## src/rtl/id_stage_pipe_if.sv

```systemverilog
// IF -> ID -> EX bundle for id_stage_pipe: fetch input, regfile ports, EX/MEM writer info, ID/EX outputs.
interface id_stage_pipe_if #(
  parameter int unsigned DATA_W   = 32,
  parameter int unsigned REG_AW   = 5,
  parameter int unsigned STALL_CW = 16
);
  logic                if_valid_i;
  logic [DATA_W-1:0]   pc_i;
  logic [31:0]         inst_i;
  logic                id_ready_o;
  logic [REG_AW-1:0]   reg1_addr_o;
  logic [REG_AW-1:0]   reg2_addr_o;
  logic [DATA_W-1:0]   reg1_data_i;
  logic [DATA_W-1:0]   reg2_data_i;
  logic                ex_wreg_i;
  logic [REG_AW-1:0]   ex_wd_i;
  logic [DATA_W-1:0]   ex_wdata_i;
  logic                ex_is_load_i;
  logic                mem_wreg_i;
  logic [REG_AW-1:0]   mem_wd_i;
  logic [DATA_W-1:0]   mem_wdata_i;
  logic                flush_i;
  logic                ex_valid_o;
  logic                ex_ready_i;
  logic [7:0]          aluop_o;
  logic [2:0]          alusel_o;
  logic [REG_AW-1:0]   wd_o;
  logic                wreg_o;
  logic [DATA_W-1:0]   reg1_o;
  logic [DATA_W-1:0]   reg2_o;
  logic [DATA_W-1:0]   pc_o;
  logic                illegal_o;
  logic [STALL_CW-1:0] stall_cnt_o;

  modport master (
    output if_valid_i, pc_i, inst_i, reg1_data_i, reg2_data_i,
           ex_wreg_i, ex_wd_i, ex_wdata_i, ex_is_load_i,
           mem_wreg_i, mem_wd_i, mem_wdata_i, flush_i, ex_ready_i,
    input  id_ready_o, reg1_addr_o, reg2_addr_o, ex_valid_o,
           aluop_o, alusel_o, wd_o, wreg_o, reg1_o, reg2_o, pc_o,
           illegal_o, stall_cnt_o
  );

  modport slave (
    input  if_valid_i, pc_i, inst_i, reg1_data_i, reg2_data_i,
           ex_wreg_i, ex_wd_i, ex_wdata_i, ex_is_load_i,
           mem_wreg_i, mem_wd_i, mem_wdata_i, flush_i, ex_ready_i,
    output id_ready_o, reg1_addr_o, reg2_addr_o, ex_valid_o,
           aluop_o, alusel_o, wd_o, wreg_o, reg1_o, reg2_o, pc_o,
           illegal_o, stall_cnt_o
  );
endinterface

```

## src/rtl/id_stage_pipe.sv

```systemverilog
// Pipelined MIPS decode stage with RAW hazard handling and a registered ID/EX stage.
// Define ID_FORWARD_EN to forward EX/MEM results and stall only on load-use.
module id_stage_pipe #(
  parameter int unsigned DATA_W   = 32,
  parameter int unsigned REG_AW   = 5,
  parameter int unsigned STALL_CW = 16
) (
  input logic          clk,
  input logic          rst_n,
  id_stage_pipe_if.slave bus
);

  localparam logic [5:0] OP_SPECIAL = 6'h00;
  localparam logic [5:0] OP_ANDI    = 6'h0C;
  localparam logic [5:0] OP_ORI     = 6'h0D;
  localparam logic [5:0] OP_XORI    = 6'h0E;
  localparam logic [5:0] OP_LUI     = 6'h0F;

  localparam logic [5:0] FN_SLL  = 6'h00;
  localparam logic [5:0] FN_SRL  = 6'h02;
  localparam logic [5:0] FN_SRA  = 6'h03;
  localparam logic [5:0] FN_ADDU = 6'h21;
  localparam logic [5:0] FN_SUBU = 6'h23;
  localparam logic [5:0] FN_AND  = 6'h24;
  localparam logic [5:0] FN_OR   = 6'h25;
  localparam logic [5:0] FN_XOR  = 6'h26;
  localparam logic [5:0] FN_NOR  = 6'h27;

  localparam logic [2:0] SEL_NOP   = 3'd0;
  localparam logic [2:0] SEL_LOGIC = 3'd1;
  localparam logic [2:0] SEL_SHIFT = 3'd2;
  localparam logic [2:0] SEL_ARITH = 3'd3;

  logic [5:0]        op, funct;
  logic [REG_AW-1:0] rs, rt, rd;
  logic [4:0]        sa;
  logic [15:0]       imm;

  assign op    = bus.inst_i[31:26];
  assign rs    = REG_AW'(bus.inst_i[25:21]);
  assign rt    = REG_AW'(bus.inst_i[20:16]);
  assign rd    = REG_AW'(bus.inst_i[15:11]);
  assign sa    = bus.inst_i[10:6];
  assign imm   = bus.inst_i[15:0];
  assign funct = bus.inst_i[5:0];

  logic [7:0]        dec_aluop;
  logic [2:0]        dec_alusel;
  logic [REG_AW-1:0] dec_wd;
  logic              dec_wreg, dec_illegal;
  logic              use1, use2, op1_is_sa, op2_is_imm;
  logic [DATA_W-1:0] imm_val;

  // Instruction decode
  always_comb begin
    dec_aluop   = 8'h00;
    dec_alusel  = SEL_NOP;
    dec_wd      = '0;
    dec_wreg    = 1'b0;
    dec_illegal = 1'b0;
    use1        = 1'b0;
    use2        = 1'b0;
    op1_is_sa   = 1'b0;
    op2_is_imm  = 1'b0;
    imm_val     = '0;
    case (op)
      OP_ORI, OP_ANDI, OP_XORI: begin
        dec_wd     = rt;
        dec_wreg   = 1'b1;
        dec_alusel = SEL_LOGIC;
        use1       = 1'b1;
        op2_is_imm = 1'b1;
        imm_val    = DATA_W'(imm);
        dec_aluop  = (op == OP_ORI) ? 8'h25 : ((op == OP_ANDI) ? 8'h24 : 8'h26);
      end
      OP_LUI: begin
        dec_wd     = rt;
        dec_wreg   = 1'b1;
        dec_alusel = SEL_LOGIC;
        dec_aluop  = 8'h25;
        op2_is_imm = 1'b1;
        imm_val    = DATA_W'({imm, 16'h0000});
      end
      OP_SPECIAL: begin
        dec_wd    = rd;
        dec_wreg  = 1'b1;
        dec_aluop = 8'(funct);
        case (funct)
          FN_AND, FN_OR, FN_XOR, FN_NOR: begin
            dec_alusel = SEL_LOGIC;
            use1       = 1'b1;
            use2       = 1'b1;
          end
          FN_ADDU, FN_SUBU: begin
            dec_alusel = SEL_ARITH;
            use1       = 1'b1;
            use2       = 1'b1;
          end
          FN_SLL, FN_SRL, FN_SRA: begin
            dec_alusel = SEL_SHIFT;
            use2       = 1'b1;
            op1_is_sa  = 1'b1;
          end
          default: begin
            dec_wd      = '0;
            dec_wreg    = 1'b0;
            dec_aluop   = 8'h00;
            dec_illegal = 1'b1;
          end
        endcase
      end
      default: dec_illegal = 1'b1;
    endcase
  end

  assign bus.reg1_addr_o = use1 ? rs : '0;
  assign bus.reg2_addr_o = use2 ? rt : '0;

  logic ex_hit1, ex_hit2, mem_hit1, mem_hit2;
  assign ex_hit1  = use1 && (rs != '0) && bus.ex_wreg_i  && (bus.ex_wd_i  == rs);
  assign ex_hit2  = use2 && (rt != '0) && bus.ex_wreg_i  && (bus.ex_wd_i  == rt);
  assign mem_hit1 = use1 && (rs != '0) && bus.mem_wreg_i && (bus.mem_wd_i == rs);
  assign mem_hit2 = use2 && (rt != '0) && bus.mem_wreg_i && (bus.mem_wd_i == rt);

  logic              stall;
  logic [DATA_W-1:0] src1_val, src2_val;

`ifdef ID_FORWARD_EN
  // Only a load still in EX has no value yet; everything else is forwarded
  assign stall    = bus.ex_is_load_i && (ex_hit1 || ex_hit2);
  assign src1_val = ex_hit1 ? bus.ex_wdata_i : (mem_hit1 ? bus.mem_wdata_i : bus.reg1_data_i);
  assign src2_val = ex_hit2 ? bus.ex_wdata_i : (mem_hit2 ? bus.mem_wdata_i : bus.reg2_data_i);
`else
  assign stall    = ex_hit1 || ex_hit2 || mem_hit1 || mem_hit2;
  assign src1_val = bus.reg1_data_i;
  assign src2_val = bus.reg2_data_i;

  logic unused_fwd;
  assign unused_fwd = ^{bus.ex_is_load_i, bus.ex_wdata_i, bus.mem_wdata_i};
`endif

  logic [DATA_W-1:0] op1, op2;
  assign op1 = op1_is_sa ? DATA_W'(sa) : (use1 ? src1_val : '0);
  assign op2 = op2_is_imm ? imm_val : (use2 ? src2_val : '0);

  logic ex_valid_q, advance, accept, cnt_inc;
  assign advance        = !ex_valid_q || bus.ex_ready_i;
  assign bus.id_ready_o = advance && !stall && !bus.flush_i;
  assign accept         = bus.if_valid_i && bus.id_ready_o;
  assign cnt_inc        = bus.if_valid_i && stall && !bus.flush_i;

  logic [7:0]          aluop_q;
  logic [2:0]          alusel_q;
  logic [REG_AW-1:0]   wd_q;
  logic                wreg_q, illegal_q;
  logic [DATA_W-1:0]   reg1_q, reg2_q, pc_q;
  logic [STALL_CW-1:0] stall_cnt_q;

  // ID/EX register and saturating stall counter
  always_ff @(posedge clk or negedge rst_n) begin
    if (!rst_n) begin
      ex_valid_q  <= 1'b0;
      aluop_q     <= '0;
      alusel_q    <= '0;
      wd_q        <= '0;
      wreg_q      <= 1'b0;
      reg1_q      <= '0;
      reg2_q      <= '0;
      pc_q        <= '0;
      illegal_q   <= 1'b0;
      stall_cnt_q <= '0;
    end else begin
      if (bus.flush_i) begin
        ex_valid_q <= 1'b0;
      end else if (advance) begin
        ex_valid_q <= accept;
        if (accept) begin
          aluop_q   <= dec_aluop;
          alusel_q  <= dec_alusel;
          wd_q      <= dec_wd;
          wreg_q    <= dec_wreg;
          reg1_q    <= op1;
          reg2_q    <= op2;
          pc_q      <= bus.pc_i;
          illegal_q <= dec_illegal;
        end
      end
      if (cnt_inc && (stall_cnt_q != '1)) begin
        stall_cnt_q <= stall_cnt_q + STALL_CW'(1);
      end
    end
  end

  assign bus.ex_valid_o  = ex_valid_q;
  assign bus.aluop_o     = aluop_q;
  assign bus.alusel_o    = alusel_q;
  assign bus.wd_o        = wd_q;
  assign bus.wreg_o      = wreg_q;
  assign bus.reg1_o      = reg1_q;
  assign bus.reg2_o      = reg2_q;
  assign bus.pc_o        = pc_q;
  assign bus.illegal_o   = illegal_q;
  assign bus.stall_cnt_o = stall_cnt_q;

endmodule

```

## src/flat_wrapper.sv

```systemverilog
// flat-port wrapper written by rule: the top's interface ports become plain ports
module id_stage_pipe_flat 
#(
  parameter int unsigned DATA_W   = 32,
  parameter int unsigned REG_AW   = 5,
  parameter int unsigned STALL_CW = 16
)
  (clk, rst_n, bus_if_valid_i, bus_pc_i, bus_inst_i, bus_reg1_data_i, bus_reg2_data_i, bus_ex_wreg_i, bus_ex_wd_i, bus_ex_wdata_i, bus_ex_is_load_i, bus_mem_wreg_i, bus_mem_wd_i, bus_mem_wdata_i, bus_flush_i, bus_ex_ready_i, bus_id_ready_o, bus_reg1_addr_o, bus_reg2_addr_o, bus_ex_valid_o, bus_aluop_o, bus_alusel_o, bus_wd_o, bus_wreg_o, bus_reg1_o, bus_reg2_o, bus_pc_o, bus_illegal_o, bus_stall_cnt_o);
  id_stage_pipe_if #(.DATA_W(DATA_W), .REG_AW(REG_AW), .STALL_CW(STALL_CW)) bus_i ();
  input logic clk;
  input logic rst_n;
  input wire logic [$bits(bus_i.if_valid_i)-1:0] bus_if_valid_i;
  input wire logic [$bits(bus_i.pc_i)-1:0] bus_pc_i;
  input wire logic [$bits(bus_i.inst_i)-1:0] bus_inst_i;
  input wire logic [$bits(bus_i.reg1_data_i)-1:0] bus_reg1_data_i;
  input wire logic [$bits(bus_i.reg2_data_i)-1:0] bus_reg2_data_i;
  input wire logic [$bits(bus_i.ex_wreg_i)-1:0] bus_ex_wreg_i;
  input wire logic [$bits(bus_i.ex_wd_i)-1:0] bus_ex_wd_i;
  input wire logic [$bits(bus_i.ex_wdata_i)-1:0] bus_ex_wdata_i;
  input wire logic [$bits(bus_i.ex_is_load_i)-1:0] bus_ex_is_load_i;
  input wire logic [$bits(bus_i.mem_wreg_i)-1:0] bus_mem_wreg_i;
  input wire logic [$bits(bus_i.mem_wd_i)-1:0] bus_mem_wd_i;
  input wire logic [$bits(bus_i.mem_wdata_i)-1:0] bus_mem_wdata_i;
  input wire logic [$bits(bus_i.flush_i)-1:0] bus_flush_i;
  input wire logic [$bits(bus_i.ex_ready_i)-1:0] bus_ex_ready_i;
  output wire logic [$bits(bus_i.id_ready_o)-1:0] bus_id_ready_o;
  output wire logic [$bits(bus_i.reg1_addr_o)-1:0] bus_reg1_addr_o;
  output wire logic [$bits(bus_i.reg2_addr_o)-1:0] bus_reg2_addr_o;
  output wire logic [$bits(bus_i.ex_valid_o)-1:0] bus_ex_valid_o;
  output wire logic [$bits(bus_i.aluop_o)-1:0] bus_aluop_o;
  output wire logic [$bits(bus_i.alusel_o)-1:0] bus_alusel_o;
  output wire logic [$bits(bus_i.wd_o)-1:0] bus_wd_o;
  output wire logic [$bits(bus_i.wreg_o)-1:0] bus_wreg_o;
  output wire logic [$bits(bus_i.reg1_o)-1:0] bus_reg1_o;
  output wire logic [$bits(bus_i.reg2_o)-1:0] bus_reg2_o;
  output wire logic [$bits(bus_i.pc_o)-1:0] bus_pc_o;
  output wire logic [$bits(bus_i.illegal_o)-1:0] bus_illegal_o;
  output wire logic [$bits(bus_i.stall_cnt_o)-1:0] bus_stall_cnt_o;
  assign bus_i.if_valid_i = bus_if_valid_i;
  assign bus_i.pc_i = bus_pc_i;
  assign bus_i.inst_i = bus_inst_i;
  assign bus_i.reg1_data_i = bus_reg1_data_i;
  assign bus_i.reg2_data_i = bus_reg2_data_i;
  assign bus_i.ex_wreg_i = bus_ex_wreg_i;
  assign bus_i.ex_wd_i = bus_ex_wd_i;
  assign bus_i.ex_wdata_i = bus_ex_wdata_i;
  assign bus_i.ex_is_load_i = bus_ex_is_load_i;
  assign bus_i.mem_wreg_i = bus_mem_wreg_i;
  assign bus_i.mem_wd_i = bus_mem_wd_i;
  assign bus_i.mem_wdata_i = bus_mem_wdata_i;
  assign bus_i.flush_i = bus_flush_i;
  assign bus_i.ex_ready_i = bus_ex_ready_i;
  assign bus_id_ready_o = bus_i.id_ready_o;
  assign bus_reg1_addr_o = bus_i.reg1_addr_o;
  assign bus_reg2_addr_o = bus_i.reg2_addr_o;
  assign bus_ex_valid_o = bus_i.ex_valid_o;
  assign bus_aluop_o = bus_i.aluop_o;
  assign bus_alusel_o = bus_i.alusel_o;
  assign bus_wd_o = bus_i.wd_o;
  assign bus_wreg_o = bus_i.wreg_o;
  assign bus_reg1_o = bus_i.reg1_o;
  assign bus_reg2_o = bus_i.reg2_o;
  assign bus_pc_o = bus_i.pc_o;
  assign bus_illegal_o = bus_i.illegal_o;
  assign bus_stall_cnt_o = bus_i.stall_cnt_o;
  id_stage_pipe #(.DATA_W(DATA_W), .REG_AW(REG_AW), .STALL_CW(STALL_CW)) u_core (.clk(clk), .rst_n(rst_n), .bus(bus_i));
endmodule
```

## config.mk

```make
export PLATFORM = sky130hd
export DESIGN_NAME = id_stage_pipe_flat
export DESIGN_NICKNAME = d
export VERILOG_FILES = /design/src/rtl/id_stage_pipe_if.sv /design/src/rtl/id_stage_pipe.sv /design/src/flat_wrapper.sv
export SDC_FILE = /design/constraint.sdc
export NUM_CORES = 1
export LEC_CHECK = 0
export ABC_CLOCK_PERIOD_IN_PS = 3800
export CORE_AREA = 2 2 137 139
export DETAILED_ROUTE_END_ITERATION = 8
export DIE_AREA = 0 0 139 141
export PLACE_DENSITY_LB_ADDON = 0.25
export SYNTH_ARGS = -nofsm -noshare
export SYNTH_HDL_FRONTEND = slang
export SYNTH_SLANG_ARGS = --single-unit
```

## constraint.sdc

```tcl
create_clock -name clk -period 3.8 [get_ports clk]
set_clock_uncertainty 0.15 [all_clocks]
set_input_delay 0.76 -clock clk [delete_from_list [all_inputs] [get_ports clk]]
set_output_delay 0.76 -clock clk [all_outputs]
set_load 0.05 [all_outputs]
```

# Word level (Yosys, flattened, before mapping)
# Cells that the tools add are included.
dict set report word_totals {
  word_cells 92
  ff_bits 131
  in_bits 210
}
dict set report classes {
  n_eq_ne 17
  reduce_logical 36
  n_mux 27
  n_addsub 1
  n_bitwise 1
}
# cell n
set op_table {}
lappend op_table {{$mux 32} 4}
lappend op_table {{$pmux 32 s2} 1}
lappend op_table {{$eq 6x6->1 const B} 6}
lappend op_table {{$eq 6x4->1 const B} 4}
lappend op_table {{$pmux 8 s3} 1}
lappend op_table {{$eq 5x5->1} 4}
lappend op_table {{$add 16x1->16 const B} 1}
lappend op_table {{$logic_and 1x1->1} 16}
lappend op_table {{$ne 16x16->1 const B} 1}
lappend op_table {{$mux 5} 3}
lappend op_table {{$eq 6x2->1 const B} 2}
lappend op_table {{$logic_not 6->1} 2}
lappend op_table {{$pmux 5 s2} 1}
lappend op_table {{$reduce_bool 5->1} 2}
lappend op_table {{$mux 1} 9}
lappend op_table {{$reduce_or 9->1} 1}
lappend op_table {{$mux 8} 1}
lappend op_table {{$reduce_or 4->1} 2}
lappend op_table {{$mux 6} 1}
lappend op_table {{$pmux 1 s2} 3}
lappend op_table {{$pmux 2 s3} 1}
lappend op_table {{$pmux 3 s2} 1}
lappend op_table {{$reduce_or 3->1} 2}
lappend op_table {{$reduce_or 6->1} 1}
lappend op_table {{7 further kinds} 12}

# Logic depth before layout (Yosys ltp)
# Gate-level depths: netlist of run 1.
dict set report depth {
  word_depth 16
  ltp_mapped 8
  ltp_nobuf 6
}

# Least setup slack after synthesis of run 1
# Ideal clock, no wire load.
dict set report synth_timing {
  kind {input-to-output}
  start {input bus_inst_i[4]}
  end {output bus_reg1_addr_o[0]}
  t_arrival_ps 2406
  cell_stages 5
  path_slack_ps 484
  path_cell_list {nor4_1 > a32o_1 > clkbuf_1 > clkbuf_1 > and2_1}
}
dict set report synth_via {
  elab_chain_len 5
  elab_cells_between_ends 10
  cone_classes {eq/ne: 6; mux: 3; reduce/logical: 1}
}
# element line_no
set synth_rtl {}
lappend synth_rtl {{start: declaration} flat_wrapper.sv:14} ;# input wire logic [$bits(bus_i.inst_i)-1:0] bus_inst_i;
lappend synth_rtl {{$eq 6x6->1} id_stage_pipe.sv:88} ;# case (funct)
lappend synth_rtl {{$reduce_or 6->1 (no source line) (*)} --}
lappend synth_rtl {{$mux 1 (*)} id_stage_pipe.sv:88}
lappend synth_rtl {{$pmux 1 s2 (*)} id_stage_pipe.sv:66} ;# case (op)
lappend synth_rtl {{$mux 5 (*)} id_stage_pipe.sv:116} ;# assign bus.reg1_addr_o = use1 ? rs : '0;
lappend synth_rtl {{end: declaration} flat_wrapper.sv:27} ;# output wire logic [$bits(bus_i.reg1_addr_o)-1:0] bus_reg1_addr_o;
# Mark *: on every way between the ends. The rest lies on a longest branch, timed or not.

# Final worst setup path of run 1
dict set report layout_timing {
  start {input bus_inst_i[0]}
  end {output bus_id_ready_o}
}
dict set report layout_via {
  elab_chain_len 13
  elab_cells_between_ends 31
  cone_classes {eq/ne: 8; mux: 4; reduce/logical: 19}
}
# element line_no
set layout_rtl {}
lappend layout_rtl {{$eq 6x6->1, or another cell as far along} id_stage_pipe.sv:88}
lappend layout_rtl {{$reduce_or 6->1 (no source line) / $reduce_or 9->1 (equally long branches)} --}
lappend layout_rtl {{$mux 1} id_stage_pipe.sv:88}
lappend layout_rtl {{$pmux 1 s2 / $mux 1 (equally long branches)} id_stage_pipe.sv:66}
lappend layout_rtl {{$logic_and 1x1->1, on equally long branches} --}
lappend layout_rtl {{$logic_and 1x1->1, on equally long branches (2 in a row)} {id_stage_pipe.sv:120, id_stage_pipe.sv:121}}
lappend layout_rtl {{$logic_or 1x1->1 (2 in a row)} id_stage_pipe.sv:134} ;# assign stall = ex_hit1 || ex_hit2 || mem_hit1 || mem_hit2;
lappend layout_rtl {{$logic_or 1x1->1 (*)} id_stage_pipe.sv:134}
lappend layout_rtl {{$logic_not 1->1 (*)} id_stage_pipe.sv:148} ;# assign bus.id_ready_o = advance && !stall && !bus.flush_i;
lappend layout_rtl {{$logic_and 1x1->1 (*) (2 in a row)} id_stage_pipe.sv:148}
lappend layout_rtl {{end: declaration} flat_wrapper.sv:26} ;# output wire logic [$bits(bus_i.id_ready_o)-1:0] bus_id_ready_o;
# Marked as above.

==> metrics.txt, run 1 <==
outcome=completed; Cells after Synth=506; worst-margin pin slew=899 ps; WL/cell=17.9 um; top achievable clock speed=277 MHz; Synth Register Bits=128; Clock transition at path regs=60 ps; Seq pwr share=36.5%; DRT Wirelength=18,700 um; Crit path max-delay family=simple AND/OR/NAND/NOR gates; most common cell in the netlist=dfrtp_1; Hold Vio Cnt, Final=0; RR Startpoint=u_core.bus.stall_cnt_o[2]$_DFFE_PN0P_; prevailing post-synth register cell=dfrtp_1; post-route cell area=10,100 um^2; Ys Warns=0; Tot GR Track Use=19.6%; DP Wirelength=14,100 um; fill count=1,545; fin nets=1,009; Via Count=5,054; first-iteration detailed-routing DRC count=138; CTS tree=done; post-synth top area share=51.2%; Int Power=2.92 mW; Slew headroom=39.5%; Die H=141 um; site row count=50; Clock Tree Root=clkbuf_16; routability congestion estimate from global placement=0.928; vias in the first global route=5,381; Pleak=4.63 nW; nature of the critical path endpoint=primary output; Synth Cell Area=6260 um^2; crit share post-route=95.0%; CP Launch Type=input pin; Worst R2R Setup Slack=1070 ps; antenna cells=0; final setup violation count=0; Post-CTS Setup Bufs=0; die area=19,600 um^2; Post-DRT Antenna Nets=0; Synth area leaders=dfrtp_1 51%, mux2_4 11%, a22o_1 6.0%; Clk pwr share=40.7%; PortBufs=283; Critical-path top delay cell=clkdlybuf4s50_1; FF-to-FF End=u_core.bus.stall_cnt_o[1]$_DFFE_PN0P_; RSZ-0062 raised after global routing=no; grt ovf=0; Clock Latency Late Sink=410 ps; final count of pins violating max slew=0; first-pass GRT wire length=30,100 um; Peak VDD IR=291 uV; register area=3200 um^2; Synth area leader=dfrtp_1; I/O pin count=352; critical-path cell list=clkdlybuf4s50_1, nor2b_1, or3_1, a211oi_2, a32oi_2, nand2_1, nor2_1, buf_4; worst setup margin=189 ps; first drt pass iteration count=4; multi-input logic area=2790 um^2; Core ar.=18,300 um^2; Post-synth EDFFs=0; Seq/Total Area, Yosys=51.2%; CP required=2890 ps; Largest stage delay, worst path=550 ps; CP Buf/Inv Count=2; combinational share of power=22.9%; initial core utilization=34.3%; H-tree depth=4; die width=139 um; FFs w/ async S/R, synth=100%; placed cell area=9530 um^2; TritonCTS sink count=128; worst hold-check path type=input pin to asynchronous set/reset pin; switching fraction of total power=28.6%; synth cell count leaders=128 x dfrtp_1, 47 x mux2_4, 44 x nand2_1; Synth cell types=41; share of layout cells above drive strength 1=18.7%; # DRC=0; DR vias/cell=4.84; Final min period=3610 ps; sw power=1.17 mW; Power Density=404 nW/um^2; total CTS buffers=17; CP max FO=7; Longest Clk Path Bufs=2; area growth from synthesis to layout=62.0%; dpl ws=58.8 ps; Total Negative Setup Slacks=0 ps; critical path data arrival time=2700 ps; largest net degree at the start of global routing=72; max cap viols=0; initial antenna violation count=0; FF-to-FF path depth=6; crit path kind=input pin to primary output; Mapped Avg Cell Area=12.4 um^2
==> stage by stage <==
step	util, %	instances	hold slack [ps]	total power [mW]
final	55.5	1045	147	4.09
after global routing	55.5	1045	179	4.26
after CTS	55.5	1045	154	4.15
after detailed placement	52.2	1013	324	2.46
after global placement	52.2	1013	323	2.44
after floorplan	-	508	314	2.03
==> area by class of cell <==
type	instances	area share [%]
well taps	234	2.89
repair buffers	304	30.9
inverters	31	1.15
multi-input cells	316	27.5
clock buffers	20	4.40
flip-flops and latches	128	31.6
clock inverters	12	1.55
==> cell families after synthesis <==
kind of cell / Yosys count / share of synthesized area [%]
xor gates and xnor gates: 34 / 4.76
other: 1 / 0.0599
DFF: 128 / 51.2
adders and majority gates: 1 / 0.200
buffers and inverters: 64 / 4.96
AOI/OAI and AO/OA: 58 / 7.97
and+or+nand+nor: 109 / 8.73
muxes: 111 / 22.2
==> repair_timing <==
item                                    in CTS  in global routing
resized for setup                            0                  1
hold buffers                                 0                  0
endpoints found under the setup margin       0                  6
==> placed cells by master (no fill, tap or decap), drive strengths merged, types with 8 or more instances in the layout <==
cell type / n
mux2: 80
dfrtp: 128
buf: 33
nor3: 11
nor4: 8
and2: 14
xnor2: 20
inv: 33
mux2i: 31
a22o: 43
clkdlybuf4s50: 271
nand2: 44
clkbuf: 20
xor2: 14
==> state kept, by name, summed over array words and instances (netlist names) <==
register,cells
u_core.bus.illegal_o,1
u_core.bus.wreg_o,1
u_core.bus.aluop_o,6
u_core.bus.reg2_o,32
u_core.bus.stall_cnt_o,16
u_core.bus.pc_o,32
u_core.bus.wd_o,5
u_core.bus.ex_valid_o,1
u_core.bus.reg1_o,32
u_core.bus.alusel_o,2
==> worst register-to-register path: stages (launching register included) <==
cell and delay [ps]:
dfrtp_1 440, and4_1 330, nand2_1 200, nor4_1 830
buf_4 280, nor2_1 80, mux2_2 300
==> power groups by stage <==
stage / combinational [mW] / clock [mW] / sequential (mW)
after floorplan: 0.225 / 0 / 1.81
after global placement: 0.932 / 0 / 1.51
after detailed placement: 0.941 / 0 / 1.52
after CTS: 0.945 / 1.71 / 1.49
after global routing: 0.980 / 1.78 / 1.50
final: 0.936 / 1.67 / 1.49
==> worst max-delay path by stage <==
| stage | from | endpoint | slack (ps) | depth (start not counted) |
|---|---|---|---|---|
| 2_1_floorplan | bus_inst_i[4] | bus_reg1_addr_o[0] | 480 | 5 |
| 3_3_place_gp | bus_inst_i[3] | bus_id_ready_o | 140 | 8 |
| 3_5_place_dp | bus_inst_i[3] | u_core.bus.reg2_o[26]$_DFFE_PN0P_ | 60 | 9 |
| 4_1_cts | bus_inst_i[3] | bus_id_ready_o | 70 | 8 |
| 5_1_grt | bus_inst_i[0] | bus_id_ready_o | 80 | 8 |
| 6_report | bus_inst_i[0] | bus_id_ready_o | 190 | 8 |
==> layer usage <==
| layer | share of wire, % | routed length [um] | track usage [%] | up-vias |
|---|---|---|---|---|
| li1 | - | - | - | 2357 |
| met1 | 41 | 7650 | 23.4 | 2481 |
| met2 | 50 | 9420 | 33.2 | 183 |
| met3 | 5.9 | 1110 | 5.71 | 33 |
| met4 | 2.8 | 526 | 7.87 | 0 |
| met5 | 0 | 0 | 0 | - |
(Power assumes the default switching activity.)
==> run 2: changes to the inputs <==
--- a/config.mk
+++ b/config.mk
@@ -6,9 +6,10 @@
 export NUM_CORES = 1
 export LEC_CHECK = 0
 export ABC_CLOCK_PERIOD_IN_PS = 3800
-export CORE_AREA = 2 2 137 139
+export CORE_AREA = 2 2 135 137
 export DETAILED_ROUTE_END_ITERATION = 8
-export DIE_AREA = 0 0 139 141
+export DIE_AREA = 0 0 137 139
+export DONT_BUFFER_PORTS = 1
 export PLACE_DENSITY_LB_ADDON = 0.25
 export SYNTH_ARGS = -nofsm -noshare
 export SYNTH_HDL_FRONTEND = slang
==> run 2 against run 1 <==
  * The flow now finishes with violations (negative hold slack)
  * Non-clock buffer count is 284 lower
  * Largest power group is now registers
  * Critical path depth shrank 2
  * Highest routed layer unchanged
  * Final area decreased by 29%
==> metrics.txt, run 2 (synthesized netlist as in run 1, its figures left out) <==
CP Buf/Inv Count=1; Clock Tree Root=clkbuf_16; worst-margin pin slew=858 ps; PortBufs=0; fin util=40.7%; Longest Clk Path Bufs=2; Clock transition at path regs=60 ps; TritonCTS sink count=128; first-pass GRT wire length=25,600 um; worst setup margin=477 ps; vias in the first global route=4,386; commonest non-fill, non-tap cell in the layout=dfrtp_1; CP startpoint=bus_inst_i[4]; final count of pins violating max slew=0; CP Launch Type=input pin; Core ar.=17,700 um^2; share of layout cells above drive strength 1=26.4%; routability congestion estimate from global placement=0.773; nature of the critical path endpoint=primary output; Critical-path top delay cell=nor4_1; I/O pin count=352; Via Count=4,018; area growth from synthesis to layout=14.7%; largest net degree at the start of global routing=129; final setup violation count=0; outcome=complete, but fails checks; Pleak=3.50 nW; Tot GR Track Use=17.7%; grt ovf=0; DP Cell Count=724; WL/cell=22.8 um; first drt pass iteration count=5; RR Startpoint=u_core.bus.stall_cnt_o[2]$_DFFE_PN0P_; die width=137 um; CP Depth=6; H-tree depth=4; total CTS buffers=17; DRT Wirelength=17,300 um; first-iteration detailed-routing DRC count=159; critical path data arrival time=2410 ps; Post-DRT Antenna Nets=0; critical-path cell list=nor4_1, a32o_2, a32oi_2, nand2_1, nor2_1, buf_4; Largest stage delay, worst path=560 ps; top achievable clock speed=301 MHz; violations in the final reports=negative hold slack; DR vias/cell=5.31; Die H=139 um; Final min period=3320 ps; crit share post-route=87.5%; DP Wirelength=12,500 um; most frequent cells in the layout=128 x dfrtp_1, 47 x mux2_4, 44 x nand2_1, 43 x a22o_1, 33 x mux2_2; max cap viols=0; Crit path max-delay family=compound AO/OA/AOI/OAI gates; # DRC=0; worst hold slack=-116 ps; site row count=49; RSZ-0062 raised after global routing=no; Non-Filler Instances=756; initial antenna violation count=0; FF-to-FF path depth=7; dpl ws=465 ps; Hold Vio Cnt, Final=128; Power Density=515 nW/um^2; initial core utilization=35.5%; Post-CTS Setup Bufs=0; CTS tree=done; die area=19,000 um^2; CP max FO=13; post-cts resize count=0; Total Negative Setup Slacks=0 ps; antenna cells=0; Slew headroom=42.8%; fin nets=725; crit path kind=input pin to primary output; Clock Latency Late Sink=420 ps; worst hold-check path type=input pin to asynchronous set/reset pin; Peak VDD IR=500 uV; CP required=2890 ps
run 2: changes by cell type in the layout (fill, tap and decap cells not counted), moves of 2 or more:
cell / before / now
clkinv_4: 4 / 1
inv_6: 2 / 4
clkinv_2: 3 / 0
clkinvlp_4: 0 / 5
clkdlybuf4s50_1: 271 / 0
buf_12: 14 / 3
run 2: path summary, 6_finish.rpt:
kind / endpoint / slack [ps]
max: bus_id_ready_o / 480
max reg2reg: u_core.bus.stall_cnt_o[14]$_DFFE_PN0P_ / 1020
min in group clk: u_core.bus.ex_valid_o$_DFFE_PN0P_ / 300
max in group asynchronous: u_core.bus.reg2_o[17]$_DFFE_PN0P_ / 3260
min reg2reg: u_core.bus.reg1_o[20]$_DFFE_PN0P_ / 640
min: u_core.bus.stall_cnt_o[13]$_DFFE_PN0P_ / -120
run 2: per-stage QoR:
step / cell area (um^2) / power, mW
2_1_floorplan: 6270 / 2.03
3_3_place_gp: 6590 / 2.07
3_5_place_dp: 6590 / 2.08
4_1_cts: 7180 / 3.75
5_1_grt: 7180 / 3.84
6_report: 7180 / 3.70
run 2: final cells by class:
type | count | area (um^2)
multi-input cells | 316 | 2790
flip-flops and latches | 128 | 3200
inverters | 31 | 116
well taps | 229 | 287
clock inverters | 13 | 153
fillers | 1657 | 10500
repair buffers | 20 | 188
clock buffers | 19 | 443
run 2: where the power goes:
group	total, mW	internal (mW)	switching, mW
logic	0.251	0.154	0.0975
clock network	1.64	0.996	0.649
registers	1.80	1.44	0.363
total	3.70	2.59	1.11
run 2: metal layers:
metal	global-route usage, %	part of all wire, %	vias to the layer above
met3	8.00	12	19
met5	0	0	-
li1	-	-	1783
met1	19.3	37	1997
met2	31.0	50	219
met4	4.29	1.1	0
